### src/rtl/vector_element_sequencer.sv
// Steps one decoded vector (or scalar) instruction across register-file elements, one element per cycle.
// Optional feature: define VECTOR_MASK_EN to add v0_mask predication and the elem_we output.
module vector_element_sequencer #(
  parameter int VECTOR_SIZE      = 8,
  parameter int ENTRY_INDEX_SIZE = 3
) (
  input  logic                        clk,
  input  logic                        rst_n,
  input  logic                        chip_enabled,
  input  logic                        issue_valid,
  output logic                        issue_ready,
  input  logic                        is_vector_instruction,
  input  logic [ENTRY_INDEX_SIZE:0]   vl,
  input  logic [2:0]                  alu_signal,
  input  logic [1:0]                  mem_vis_signal,
  input  logic [1:0]                  wb_signal,
  input  logic [4:0]                  d_index,
  input  logic                        elem_ready,
  input  logic                        mem_done,
  output logic                        elem_valid,
  output logic [ENTRY_INDEX_SIZE-1:0] elem_index,
  output logic                        elem_last,
  output logic [2:0]                  op_alu,
  output logic [1:0]                  op_mem,
  output logic [1:0]                  op_wb,
  output logic [4:0]                  op_d,
`ifdef VECTOR_MASK_EN
  input  logic [VECTOR_SIZE-1:0]      v0_mask,
  output logic                        elem_we,
`endif
  output logic                        done
);

  localparam int CW = ENTRY_INDEX_SIZE + 1;
  localparam logic [CW-1:0] VS_C = CW'(VECTOR_SIZE);

  typedef enum logic [1:0] {IDLE, EXEC, MEM_WAIT, COMMIT} state_t;

  state_t                      state_q, state_d;
  logic [ENTRY_INDEX_SIZE-1:0] idx_q, idx_d;
  logic [CW-1:0]               n_q, n_d;
  logic                        is_vec_q, is_vec_d;
  logic [VECTOR_SIZE-1:0]      mask_q, mask_d;
  logic [2:0]                  alu_q, alu_d;
  logic [1:0]                  mem_q, mem_d;
  logic [1:0]                  wb_q, wb_d;
  logic [4:0]                  d_q, d_d;
  logic                        valid_q, last_q, done_q, ready_q, we_q;
  logic                        valid_d, last_d, done_d, ready_d, we_d;
  logic                        last_cur, en_cur;

  always_comb begin
    state_d  = state_q;
    idx_d    = idx_q;
    n_d      = n_q;
    is_vec_d = is_vec_q;
    mask_d   = mask_q;
    alu_d    = alu_q;
    mem_d    = mem_q;
    wb_d     = wb_q;
    d_d      = d_q;
    last_cur = ({1'b0, idx_q} == (n_q - CW'(1)));
    en_cur   = is_vec_q ? mask_q[idx_q] : 1'b1;

    case (state_q)
      IDLE: begin
        if (issue_valid) begin
          is_vec_d = is_vector_instruction;
`ifdef VECTOR_MASK_EN
          mask_d   = v0_mask;
`else
          mask_d   = '1;
`endif
          alu_d    = alu_signal;
          mem_d    = mem_vis_signal;
          wb_d     = wb_signal;
          d_d      = d_index;
          n_d      = is_vector_instruction ? ((vl > VS_C) ? VS_C : vl) : CW'(1);
          idx_d    = '0;
          state_d  = (n_d == '0) ? COMMIT : EXEC;
        end
      end
      EXEC: begin
        // masked-off elements never touch memory, so they step like ALU elements
        if (elem_ready) begin
          if (mem_q != '0 && en_cur) state_d = MEM_WAIT;
          else if (last_cur)         state_d = COMMIT;
          else                       idx_d   = idx_q + ENTRY_INDEX_SIZE'(1);
        end
      end
      MEM_WAIT: begin
        if (mem_done) begin
          if (last_cur) state_d = COMMIT;
          else begin
            idx_d   = idx_q + ENTRY_INDEX_SIZE'(1);
            state_d = EXEC;
          end
        end
      end
      COMMIT:  state_d = IDLE;
      default: state_d = IDLE;
    endcase

    valid_d = (state_d == EXEC);
    ready_d = (state_d == IDLE);
    done_d  = (state_d == COMMIT);
    last_d  = (state_d == EXEC) && ({1'b0, idx_d} == (n_d - CW'(1)));
    we_d    = is_vec_d ? mask_d[idx_d] : 1'b1;
  end

  always_ff @(posedge clk) begin
    if (!rst_n) begin
      state_q  <= IDLE;
      idx_q    <= '0;
      n_q      <= '0;
      is_vec_q <= 1'b0;
      mask_q   <= '0;
      alu_q    <= '0;
      mem_q    <= '0;
      wb_q     <= '0;
      d_q      <= '0;
      valid_q  <= 1'b0;
      last_q   <= 1'b0;
      done_q   <= 1'b0;
      ready_q  <= 1'b1;
      we_q     <= 1'b0;
    end else if (chip_enabled) begin
      state_q  <= state_d;
      idx_q    <= idx_d;
      n_q      <= n_d;
      is_vec_q <= is_vec_d;
      mask_q   <= mask_d;
      alu_q    <= alu_d;
      mem_q    <= mem_d;
      wb_q     <= wb_d;
      d_q      <= d_d;
      valid_q  <= valid_d;
      last_q   <= last_d;
      done_q   <= done_d;
      ready_q  <= ready_d;
      we_q     <= we_d;
    end
  end

  assign issue_ready = ready_q & chip_enabled;
  assign elem_valid  = valid_q & chip_enabled;
  assign done        = done_q & chip_enabled;
  assign elem_last   = last_q;
  assign elem_index  = idx_q;
  assign op_alu      = alu_q;
  assign op_mem      = mem_q;
  assign op_wb       = wb_q;
  assign op_d        = d_q;
`ifdef VECTOR_MASK_EN
  assign elem_we     = we_q;
`else
  logic unused_we;
  assign unused_we   = we_q;
`endif

endmodule

### config.mk
export PLATFORM = sky130hd
export DESIGN_NAME = vector_element_sequencer
export DESIGN_NICKNAME = d
export VERILOG_FILES = /design/src/rtl/vector_element_sequencer.sv
export SDC_FILE = /design/constraint.sdc
export NUM_CORES = 1
export LEC_CHECK = 0
export CORE_UTILIZATION = 49
export CTS_CLUSTER_DIAMETER = 100
export CTS_CLUSTER_SIZE = 24
export DETAILED_ROUTE_END_ITERATION = 8
export GPL_ROUTABILITY_DRIVEN = 0
export GPL_TIMING_DRIVEN = 0
export PLACE_DENSITY = 0.91
export SETUP_SLACK_MARGIN = 0.15
export SKIP_CTS_REPAIR_TIMING = 1
export SYNTH_ARGS = -nofsm -noshare
export SYNTH_HDL_FRONTEND = slang
export SYNTH_SLANG_ARGS = --single-unit
### constraint.sdc
create_clock -name clk -period 3.1 [get_ports clk]
set_clock_uncertainty 0.05 [all_clocks]
set_input_delay 0.62 -clock clk [delete_from_list [all_inputs] [get_ports clk]]
set_output_delay 0.62 -clock clk [all_outputs]
set_load 0.02 [all_outputs]
==> After elaboration in Yosys (flattened, before gate mapping) <==
Index checks and enable logic that the tools add are counted.
{ "classes": {"add_sub_neg": 3, "magnitude_cmp": 2, "n_eq_ne": 7, "mux": 21, "n_bitwise": 3, "reduce_logical": 7} }
{ "op_table": {"columns": ["operator", "count"], "rows": [
  ["$mux W4", 4],
  ["$mux W3", 5],
  ["$mux W2", 7],
  ["$pmux W3 S3", 1],
  ["$eq A3 B4 Y1", 2],
  ["$pmux W2 S4", 1],
  ["$sub A4 B1 Y4 const B", 2],
  ["$eq A2 B2 Y1 const B", 3],
  ["$eq A2 B1 Y1 const B", 2],
  ["$gt A4 B4 Y1 const B", 1],
  ["$logic_not A2 Y1", 2],
  ["$logic_not A4 Y1", 1],
  ["$lt A3 B4 Y1 const B", 1],
  ["$add A3 B1 Y3 const B", 1],
  ["$and A1 B1 Y1", 3],
  ["$bmux W1 S3", 1],
  ["$reduce_and A3 Y1", 1],
  ["$logic_and A1 B1 Y1", 2],
  ["$mux W1", 2],
  ["$reduce_bool A2 Y1", 1]
]} }
{ "word_totals": {"reg_bits": 27, "inputBits": 23, "output_inout_bits": 19, "word_cells": 56} }

==> Logic depth before layout (Yosys ltp) <==
Gate-level depths: netlist of the first run.
{ "depth": {"word_depth": 9, "depth_mapped": 10, "ltp_nobuf": 9} }

==> Worst setup path before layout of the first run <==
Ideal clock, no wire load.
{ "synth_path": {"path_kind": "reg-to-reg", "startpoint": "register n_q[0]", "endpoint": "register last_q, in the netlist elem_last", "setup_ns": 0.096, "arrival_time_ns": 2.418, "required_ns": 2.954, "setup_slack_ns": 0.536, "path_stages_with_launch": 10, "path_buffers": 0, "synth_period_minus_slack_ns": 2.564, "cell_sequence": "dfxtp_1 inv_1 ha_1 xor2_1 or4_4 a31oi_4 mux2_2 a21oi_1 xnor2_1 o41ai_2"} }
{ "synth_via": {"elab_chain_cells": 8, "elab_cells_between_ends": 19, "cone_classes": "add/sub (2); eq/ne (3); mux (13); reduce/logical (1)"} }
{ "synth_lines": {"columns": ["item", "line", "source"], "rows": [
  ["start: declaration", "41", "logic [CW-1:0] n_q, n_d;"],
  ["start signal: assignment", "130", "n_q <= n_d;"],
  ["$sub A4 B1 Y4", "62", "last_cur = ({1'b0, idx_q} == (n_q - CW'(1)));"],
  ["$eq A3 B4 Y1", "62", null],
  ["$mux W3 or $mux W2 (tied branches)", "87, 93", null],
  ["$mux W3 or $mux W2 (tied branches)", "86", "if (mem_q != '0 && en_cur) state_d = MEM_WAIT;"],
  ["$mux W3 or $mux W2 (tied branches)", "85", "if (elem_ready) begin"],
  ["$pmux W3 S3 or $pmux W2 S4 (tied branches)", "65", "case (state_q)"],
  ["$eq A3 B4 Y1 or $eq A2 B1 Y1 (tied branches)", "107", "last_d = (state_d == EXEC) && ({1'b0, idx_d} == (n_d - CW'(1)));"],
  ["$logic_and A1 B1 Y1 *", "107", null],
  ["end signal: assignment", "138", "last_q <= last_d;"],
  ["end: declaration", "48", "logic valid_q, last_q, done_q, ready_q, we_q;"]
]} }
Mark *: on every way between the ends. The rest lies on a longest branch, timed or not.
A chain may end at the register's enable or synchronous reset.

==> Worst setup path in the final report of the first run <==
{ "layout_path": {"startpoint": "input port chip_enabled", "endpoint": "output port done"} }
{ "layout_via": {"elab_chain_cells": 1} }
{ "layout_lines": {"columns": ["item", "line", "source"], "rows": [
  ["start: declaration", "9", "input logic chip_enabled,"],
  ["$and A1 B1 Y1", "147", "assign done = done_q & chip_enabled;"],
  ["end: declaration", "31", "output logic done"]
]} }
No other way between the ends.

==> flow_summary_export.csv, run 1 <==
group,metric,value,unit
grt,grt_pass1_wl,6440,um
logic_synthesis,async_flop_share,0,%
grt,grt-ovfl-total,0,
sta,setup_slack,0.184,ns
sta,drv_slew,0,
logic_synthesis,ys_seq_area_share,32.6,%
worst_setup_path,cp_data_arrival_time,2.25,ns
layout,final_cell_mix,"50 x nand2_1, 38 x clkdlybuf4s50_1, 26 x dfxtp_1",
drt,wl_per_cell,13.0,um
worst_setup_path,crit_top_cell,"clkdlybuf4s50_1",
worst_setup_path,end_kind,"output pin",
sta,rsz0062_at_grt,"true",
drt,drc,0,
logic_synthesis,synthesis.area,0.00166,mm^2
worst_setup_path,critPathMaxStageDelay,0.59,ns
sta,setup_violations,0,
layout,drive_gt1_share,7.31,%
logic_synthesis,synth_top_area_share,32.6,%
drt,wl,3940,um
layout,seq_area,542,um^2
layout,layout_commonest_cell,"nand2_1",
logic_synthesis,synth_top_flop_cell,"dfxtp_1",
logic_synthesis,synth.distinct_cells,44,
place,io_buffers,40,
drt,drtAntennaViolNets,0,
worst_setup_path,cp_top_family,"buffers and inverters",
worst_setup_path,cp_max_fo,10,
logic_synthesis,synth_top_area_cell,"dfxtp_1",
logic_synthesis,syn-num-nets,242,
die,die-area,0.00362,mm^2
grt,antenna_found_initial,0,
drt,drt_iter0_drc,102,
clock_tree,clkLatencyLatePin,0.33,ns
sta,worstMarginPinSlew,0.660,ns
grt,grt_max_degree,17,
layout,num-fill-cells,257,
drt,vias_per_cell,5.40,
worst_hold_path,hold_class,"flip-flop to flip-flop",
sta,slew_headroom,56.0,%
die,dieHeight,60.1,um
die,num_rows,20,
place,place_area,0.00211,mm^2
logic_synthesis,ys_warn_count,0,
layout,final_area,0.00215,mm^2
sta,fmax,343,MHz
clock_tree,numCtsBuffers,3,
sta,timing.final.hold_violations,0,
clock_tree,cts_buffer_depth,2,
worst_setup_path,timing.critical_path.buf_inv,4,
place,pre_cts_ws,-0.133,ns
clock_tree,path_clk_slew,0.15,ns
place,hpwl,2940,um
sta,holdWs,0.427,ns
grt,grt_pass1_vias,1496,
power_and_ir_drop,power,730,uW
logic_synthesis,ys_ff_latch,27,
layout,num-nets-final,287,
power_and_ir_drop,power.density,339,mW/mm^2
clock_tree,cts_root_buf,"clkbuf_4",
power_and_ir_drop,p_leak,0.000833,uW
die,start_util,53.0,%
drt,vias,1642,
logic_synthesis,syn_inst,216,
worst_setup_path,cp.required,2.43,ns
die,core_area,0.00313,mm^2
power_and_ir_drop,ir_worst_vdd,310,uV
sta,period_needed,2.92,ns
clock_tree,cts_tree,"yes",
worst_setup_path,critPathLaunchType,"input port",
clock_tree,cts_sinks,27,
layout,multiInputGateArea,0.00101,mm^2
worst_setup_path,worstPathCellList,"clkdlybuf4s50_1 -> buf_2 -> clkbuf_4 -> and2_1 -> clkdlybuf4s50_1",
logic_synthesis,avgSynthCellArea,7.67,um^2
logic_synthesis,synth_edf_count,0,
worst_setup_path,crit_slowest_cell,"clkdlybuf4s50_1",
clock_tree,htree_levels,1,
die,die_w,60.1,um
die,pin_count,42,
grt,track_usage,23.5,%
layout,n_antenna_cell,0,
run,cap_violations,0,
status,status,"finished, final reports clean",
worst_setup_path,path_class,"input port to output pin",
logic_synthesis,synth_area_leaders,"dfxtp_1 33%, nand2_1 11%, a21boi_0 6.8%, o21ai_0 3.6%, nor2_1 2.9%",
sta,finalCritPeriodShare,94.1,%
drt,drtPass1Iterations,4,
layout,areaGrowthSynthToFinish,30.0,%
-- metrics by stage --
step | util (%) | instances | setup TNS, ns
2_1_floorplan | - | 216 | 0
3_3_place_gp | 67.5 | 300 | -0.453
3_5_place_dp | 67.5 | 300 | -0.397
4_1_cts | 68.5 | 304 | -0.450
5_1_grt | 68.8 | 304 | 0
6_report | 68.8 | 304 | 0
-- area by class of cell --
cell class	instances	share of cell area, %
clock buffers	3	1.05
inverters	11	1.92
clock inverters	1	0.349
repair buffers	40	18.8
multi-input cells	166	47.0
well taps	44	2.56
flip-flops and latches	27	25.2
plain buffers	12	3.14
-- worst paths after layout --
check	from	to	slack (ns)	depth (start not counted)
worst max-delay path	chip_enabled	done	0.18	5
worst min-delay path	op_alu[0]$_SDFFE_PN0P_	op_alu[0]$_SDFFE_PN0P_	0.43	2
worst min register to register	op_alu[0]$_SDFFE_PN0P_	op_alu[0]$_SDFFE_PN0P_	0.43	2
worst max register to register	n_q[1]$_SDFFE_PN0P_	elem_last$_SDFFE_PN0P_	0.31	10
-- cell families (layout without fill, tap and decap cells) --
family	Yosys count	after routing	synth area share [%]
simple gates	99	99	28.9
compound gates	54	54	24.5
flops	27	27	32.6
buf+inv	23	67	6.27
xor+xnor	8	8	4.23
fa+ha+maj	3	3	2.27
mux	2	2	1.28
-- state kept, by name, summed over array words and instances, names as in the netlist --
name,count
op_wb,2
is_vec_q,1
op_alu,3
ready_q,1
mask_q,1
elem_last,1
done_q,1
op_mem,2
n_q,4
elem_index,3
valid_q,1
state_q,2
op_d,5
-- layer usage --
layer / vias up / wire length (um) / share of wire [%] / GRT usage [%]
li1: 832 / - / - / -
met1: 756 / 1820 / 46 / 30.2
met2: 47 / 1850 / 47 / 37.8
met3: 7 / 221 / 5.6 / 4.76
met4: 0 / 58 / 1.5 / 9.97
met5: - / 0 / 0 / 0
-- worst reg2reg max path, stage by stage (launching register included) --
cell and delay [ns]:
dfxtp_1 0.43, inv_1 0.07, ha_1 0.19, xor2_1 0.16
or4_4 0.50, a31oi_4 0.26, buf_6 0.17, o211ai_1 0.14
a32oi_2 0.26, xnor2_1 0.12, o41ai_2 0.34
-- synthesized netlist by cell type (2+ instances only) --
library cell and instances:
a21oi_1 7, o21a_1 2, nor2b_1 4, xor2_1 3
o21ai_0 12, nand2_1 50, xnor2_1 5, nor3_1 4
nor2_1 13, a21boi_0 15, and2_1 7, nand3b_1 4
o211a_1 4, nand4_1 3, o22ai_1 3, nand3_1 6
clkbuf_1 9, dfxtp_1 27, inv_1 11, ha_1 3
-- power breakdown --
| part | total (uW) | leakage (uW) | switching, uW | internal, uW |
|---|---|---|---|---|
| Sequential | 376 | 0.000221 | 12.4 | 363 |
| Clock | 159 | 0.0000139 | 109 | 49.4 |
| Combinational | 195 | 0.000598 | 103 | 92.3 |
(Power assumes the default switching activity.)
==> inputs of run 2 (changes only) <==
CELL_PAD_IN_SITES_DETAIL_PLACEMENT = 1   (was unset)
CELL_PAD_IN_SITES_GLOBAL_PLACEMENT = 1   (was unset)
CORE_UTILIZATION = 35   (was 49)
PLACE_DENSITY = 0.9   (was 0.91)
==> run 2 against run 1 <==
Net effect:
- sequential share of layout area down 0.29 points
- routed wire length up 21%
- first-iteration DRC count down 28%
- utilization down 19 points
- setup slack better by 0.13 ns
- fmax up 4.8%
- clock power up 26%
- via count up 3.0%
- sequential power about the same
==> flow_summary_export.csv, run 2 (synthesized netlist as in run 1, its figures left out) <==
group,metric,value,unit
place,hpwl,3710,um
worst_setup_path,path_class,"flip-flop to flip-flop",
worst_hold_path,hold_class,"flip-flop to flip-flop",
die,start_util,37.3,%
worst_setup_path,critPathLaunchType,"flip-flop",
sta,rsz0062_at_grt,"false",
sta,worstMarginPinSlew,0.736,ns
layout,finalNonFillerCells,313,
layout,multiInputGateArea,0.00101,mm^2
sta,setup_slack,0.316,ns
worst_setup_path,timing.critical_path.buf_inv,2,
clock_tree,htree_levels,1,
grt,grt_pass1_wl,8070,um
sta,finalCritPeriodShare,89.8,%
worst_setup_path,crit_slowest_cell,"or4_4",
layout,n_antenna_cell,0,
worst_setup_path,r2r-start,"n_q[0]$_SDFFE_PN0P_",
layout,num-nets-final,288,
clock_tree,cts_root_buf,"clkbuf_8",
worst_setup_path,critPathMaxStageDelay,0.51,ns
layout,num-fill-cells,563,
grt,grt_max_degree,16,
place,placed_cells,308,
sta,fmax,359,MHz
layout,layout_commonest_cell,"nand2_1",
grt,grt-ovfl-total,0,
die,die-area,0.00501,mm^2
worst_setup_path,cp_max_fo,10,
clock_tree,clkLatencyLatePin,0.27,ns
sta,slew_headroom,50.4,%
run,cap_violations,0,
drt,drtAntennaViolNets,0,
worst_setup_path,crit_cells,10,
power_and_ir_drop,p_leak,0.000869,uW
worst_hold_path,hold_path.startpoint,"op_alu[2]$_SDFFE_PN0P_",
sta,setup_violations,0,
grt,track_usage,20.2,%
worst_setup_path,reg2reg_depth,10,
die,core_area,0.00444,mm^2
clock_tree,cts_tree,"yes",
die,dieHeight,70.8,um
place,io_buffers,40,
die,die_w,70.8,um
clock_tree,path_clk_slew,0.09,ns
die,pin_count,42,
die,num_rows,24,
drt,vias,1691,
drt,drtPass1Iterations,4,
power_and_ir_drop,ir_worst_vdd,162,uV
worst_setup_path,end_kind,"flip-flop",
worst_setup_path,cp.required,3.23,ns
place,pre_cts_ws,-0.233,ns
clock_tree,numCtsBuffers,3,
worst_setup_path,cp_top_family,"compound AO/OA/AOI/OAI gates",
grt,antenna_found_initial,0,
worst_setup_path,cp_data_arrival_time,2.91,ns
layout,final_cell_mix,"50 x nand2_1, 37 x clkdlybuf4s50_1, 25 x dfxtp_1",
drt,vias_per_cell,5.40,
layout,areaGrowthSynthToFinish,32.4,%
layout,largest_reg_flops,5,
layout,final_area,0.00219,mm^2
drt,drc,0,
power_and_ir_drop,power,778,uW
worst_hold_path,min_path_cells,2,
drt,drt_iter0_drc,73,
power_and_ir_drop,power.density,355,mW/mm^2
sta,finalSetupTns,0,ns
sta,timing.final.hold_violations,0,
layout,seq_area,546,um^2
sta,period_needed,2.78,ns
worst_setup_path,worstPathCellList,"inv_1 -> ha_1 -> xor2_1 -> or4_4 -> a31oi_4 -> buf_6 -> o211ai_1 -> a32oi_2 -> xnor2_1 -> o41ai_2",
grt,grt_pass1_vias,1772,
drt,wl_per_cell,15.3,um
worst_setup_path,crit_start,"n_q[0]$_SDFFE_PN0P_",
status,status,"finished, final reports clean",
sta,drv_slew,0,
clock_tree,cts_buffer_depth,2,
place,place_area,0.00212,mm^2
drt,wl,4790,um
layout,drive_gt1_share,8.05,%
clock_tree,cts_sinks,27,
## run 2: changes by cell type in the layout (fill, tap and decap cells not counted), sizes merged
| cell | previous run | this run |
|---|---|---|
| buf | 3 | 4 |
| clkinv | 0 | 1 |
| clkinvlp | 1 | 0 |
| clkdlybuf4s50 | 38 | 37 |
| dlymetal6s2s | 2 | 3 |
## run 2: tightest hold or removal path: cells and delay by family (launching register included)
family / cells / cell delay (ns)
AOI/OAI and AO/OA: 1 / 0.07
DFF: 1 / 0.32
and+or+nand+nor: 1 / 0.05
## run 2: final cells by class
cell class	instances	area share [%]
clock buffer	3	1.88
timing repair buffer	41	18.9
buffer	12	3.08
clock inverter	1	0.228
multi-input combinational	166	46.1
sequential	27	24.9
inverter	11	1.88
tap	52	2.97
## run 2: power breakdown
part / total, uW / switching (uW) / internal (uW)
registers: 376 / 13.1 / 363
logic: 202 / 109 / 92.6
clock network: 200 / 110 / 90.0
total: 778 / 233 / 545
## run 2: through the flow
stage,hold WS (ns),util (%)
2_1_floorplan,0.389,-
3_3_place_gp,0.398,47.7
3_5_place_dp,0.407,47.7
4_1_cts,0.426,48.8
5_1_grt,0.451,49.4
6_report,0.421,49.4
## run 2: metal layers
metal	vias up	share of wire [%]	routed length (um)	track usage, %
met4	0	0.69	33	5.11
met3	4	3.6	170	3.70
met1	818	47	2230	26.0
met2	33	49	2350	34.7
li1	836	-	-	-
met5	-	0	0	0
## run 2: path summary, 6_finish.rpt
path	to	slack (ns)
worst max-delay path	elem_last$_SDFFE_PN0P_	0.32
worst min-delay path	op_alu[2]$_SDFFE_PN0P_	0.42
worst max register to register	elem_last$_SDFFE_PN0P_	0.32
worst min register to register	op_alu[2]$_SDFFE_PN0P_	0.42
==> inputs of run 3 (changes only) <==
CORE_ASPECT_RATIO = 0.9   (was unset)
==> run 3 against run 2 <==
Net effect:
- via count grew 0.12%
- die area is essentially flat
- routed wire length up 6.7%
- combinational power about the same
- register-to-register slack improved by 0.02 ns
- power grew 2.7%
==> flow_summary_export.csv, run 3 (synthesized netlist as in run 1, its figures left out) <==
group,metric,value,unit
worst_setup_path,cp_data_arrival_time,2.91,ns
grt,grt_pass1_vias,1667,
sta,holdWs,0.418,ns
run,cap_violations,0,
worst_setup_path,regToRegSetupSlack,0.33,ns
worst_setup_path,reg2reg_depth,9,
clock_tree,clkLatencyLatePin,0.28,ns
power_and_ir_drop,power.density,363,mW/mm^2
sta,setup_violations,0,
grt,grt_max_degree,18,
drt,wl_per_cell,15.9,um
layout,layout_commonest_cell,"nand2_1",
layout,areaGrowthSynthToFinish,33.1,%
place,io_buffers,40,
drt,drtAntennaViolNets,0,
grt,grtUsageMet3,3.13,%
grt,antenna_found_initial,0,
grt,grt_pass1_wl,8380,um
sta,fmax,362,MHz
worst_hold_path,whs_endpoint,"op_alu[0]$_SDFFE_PN0P_",
layout,utilization,49.1,%
status,status,"finished, final reports clean",
sta,drv_slew,0,
clock_tree,cts_tree,"yes",
worst_setup_path,critPathLaunchType,"flip-flop",
die,die-area,0.00501,mm^2
grt,grt-ovfl-total,0,
layout,finalNonFillerCells,322,
clock_tree,path_clk_slew,0.10,ns
worst_setup_path,cp_max_fo,6,
power_and_ir_drop,p_leak,0.000865,uW
power_and_ir_drop,ir_worst_vdd,194,uV
clock_tree,htree_levels,1,
sta,rsz0062_at_grt,"false",
drt,wl,5110,um
grt,track_usage,22.4,%
drt,vias_per_cell,5.26,
sta,finalCritPeriodShare,89.2,%
die,num_rows,23,
worst_hold_path,min_path_cells,2,
worst_setup_path,r2r_end,"elem_last$_SDFFE_PN0P_",
place,placed_cells,318,
drt,drc,0,
sta,worstMarginPinSlew,0.683,ns
clock_tree,cts_sinks,27,
layout,num-nets-final,287,
worst_setup_path,path_class,"flip-flop to flip-flop",
worst_setup_path,r2r-start,"n_q[0]$_SDFFE_PN0P_",
worst_setup_path,end_kind,"flip-flop",
layout,final_cell_mix,"50 x nand2_1, 37 x clkdlybuf4s50_1, 25 x dfxtp_1",
clock_tree,cts_buffer_depth,2,
grt,grt_use_met1,30.1,%
place,hpwl,3790,um
sta,slew_headroom,54.0,%
layout,largest_reg_flops,5,
layout,drive_gt1_share,7.69,%
drt,vias,1693,
die,start_util,36.9,%
clock_tree,numCtsBuffers,3,
sta,period_needed,2.77,ns
layout,n_antenna_cell,0,
clock_tree,cts_root_buf,"clkbuf_8",
worst_hold_path,hold_class,"flip-flop to flip-flop",
drt,drtPass1Iterations,4,
die,pin_count,42,
grt,use_met2,37.6,%
sta,timing.final.hold_violations,0,
grt,busiest_layer,"met2",
die,die_w,74.5,um
die,dieHeight,67.3,um
worst_hold_path,hold_path.startpoint,"op_alu[0]$_SDFFE_PN0P_",
drt,drt_iter0_drc,58,
sta,finalSetupTns,0,ns
worst_setup_path,cp.required,3.24,ns
die,core_area,0.00449,mm^2
==> run 3: critical path, stage by stage, from the launching register on <==
cell,delay (ns)
dfxtp_4,0.39
inv_1,0.05
ha_1,0.19
xor2_1,0.16
or4_4,0.51
a31oi_4,0.24
mux2_2,0.36
a21oi_1,0.29
xnor2_1,0.13
o41ai_2,0.31
==> run 3: per-stage QoR <==
stage	power [uW]	instance area [um^2]	worst slack [ns]
floorplan	501	1660	0.536
global placement	578	2130	-0.201
detailed placement	586	2130	-0.218
CTS	807	2180	-0.236
global route	837	2200	0.159
finish	799	2200	0.334
==> run 3: layout make-up <==
| type | instances | area [um^2] |
|---|---|---|
| clock inverters | 1 | 8.76 |
| well taps | 62 | 77.6 |
| multi-input cells | 166 | 1010 |
| clock buffers | 3 | 41.3 |
| flip-flops and latches | 27 | 546 |
| repair buffers | 40 | 408 |
| inverters | 11 | 41.3 |
| fillers | 570 | 2280 |
| plain buffers | 12 | 70.1 |
==> run 3: worst max path at each step <==
stage	startpoint	endpoint	slack, ns	cells past startpoint
after floorplan	n_q[0]$_SDFFE_PN0P_	elem_last$_SDFFE_PN0P_	0.54	9
after global placement	chip_enabled	done	-0.20	5
after detailed placement	chip_enabled	elem_valid	-0.22	5
after CTS	chip_enabled	elem_valid	-0.24	5
after global routing	n_q[0]$_SDFFE_PN0P_	elem_last$_SDFFE_PN0P_	0.16	10
final	n_q[0]$_SDFFE_PN0P_	elem_last$_SDFFE_PN0P_	0.33	9
==> run 3: where the power goes <==
| group | switching (uW) | internal (uW) | total, uW |
|---|---|---|---|
| clock | 124 | 94.6 | 218 |
| sequential | 13.8 | 363 | 377 |
| combinational | 112 | 92.9 | 204 |
| total | 249 | 550 | 799 |
==> run 3: metal layers <==
layer | share of wire [%] | wire length, um | vias to the layer above
met2 | 49 | 2480 | 25
met3 | 2.1 | 105 | 6
li1 | - | - | 833
met5 | 0 | 0 | -
met1 | 48 | 2450 | 829
met4 | 1.5 | 78 | 0
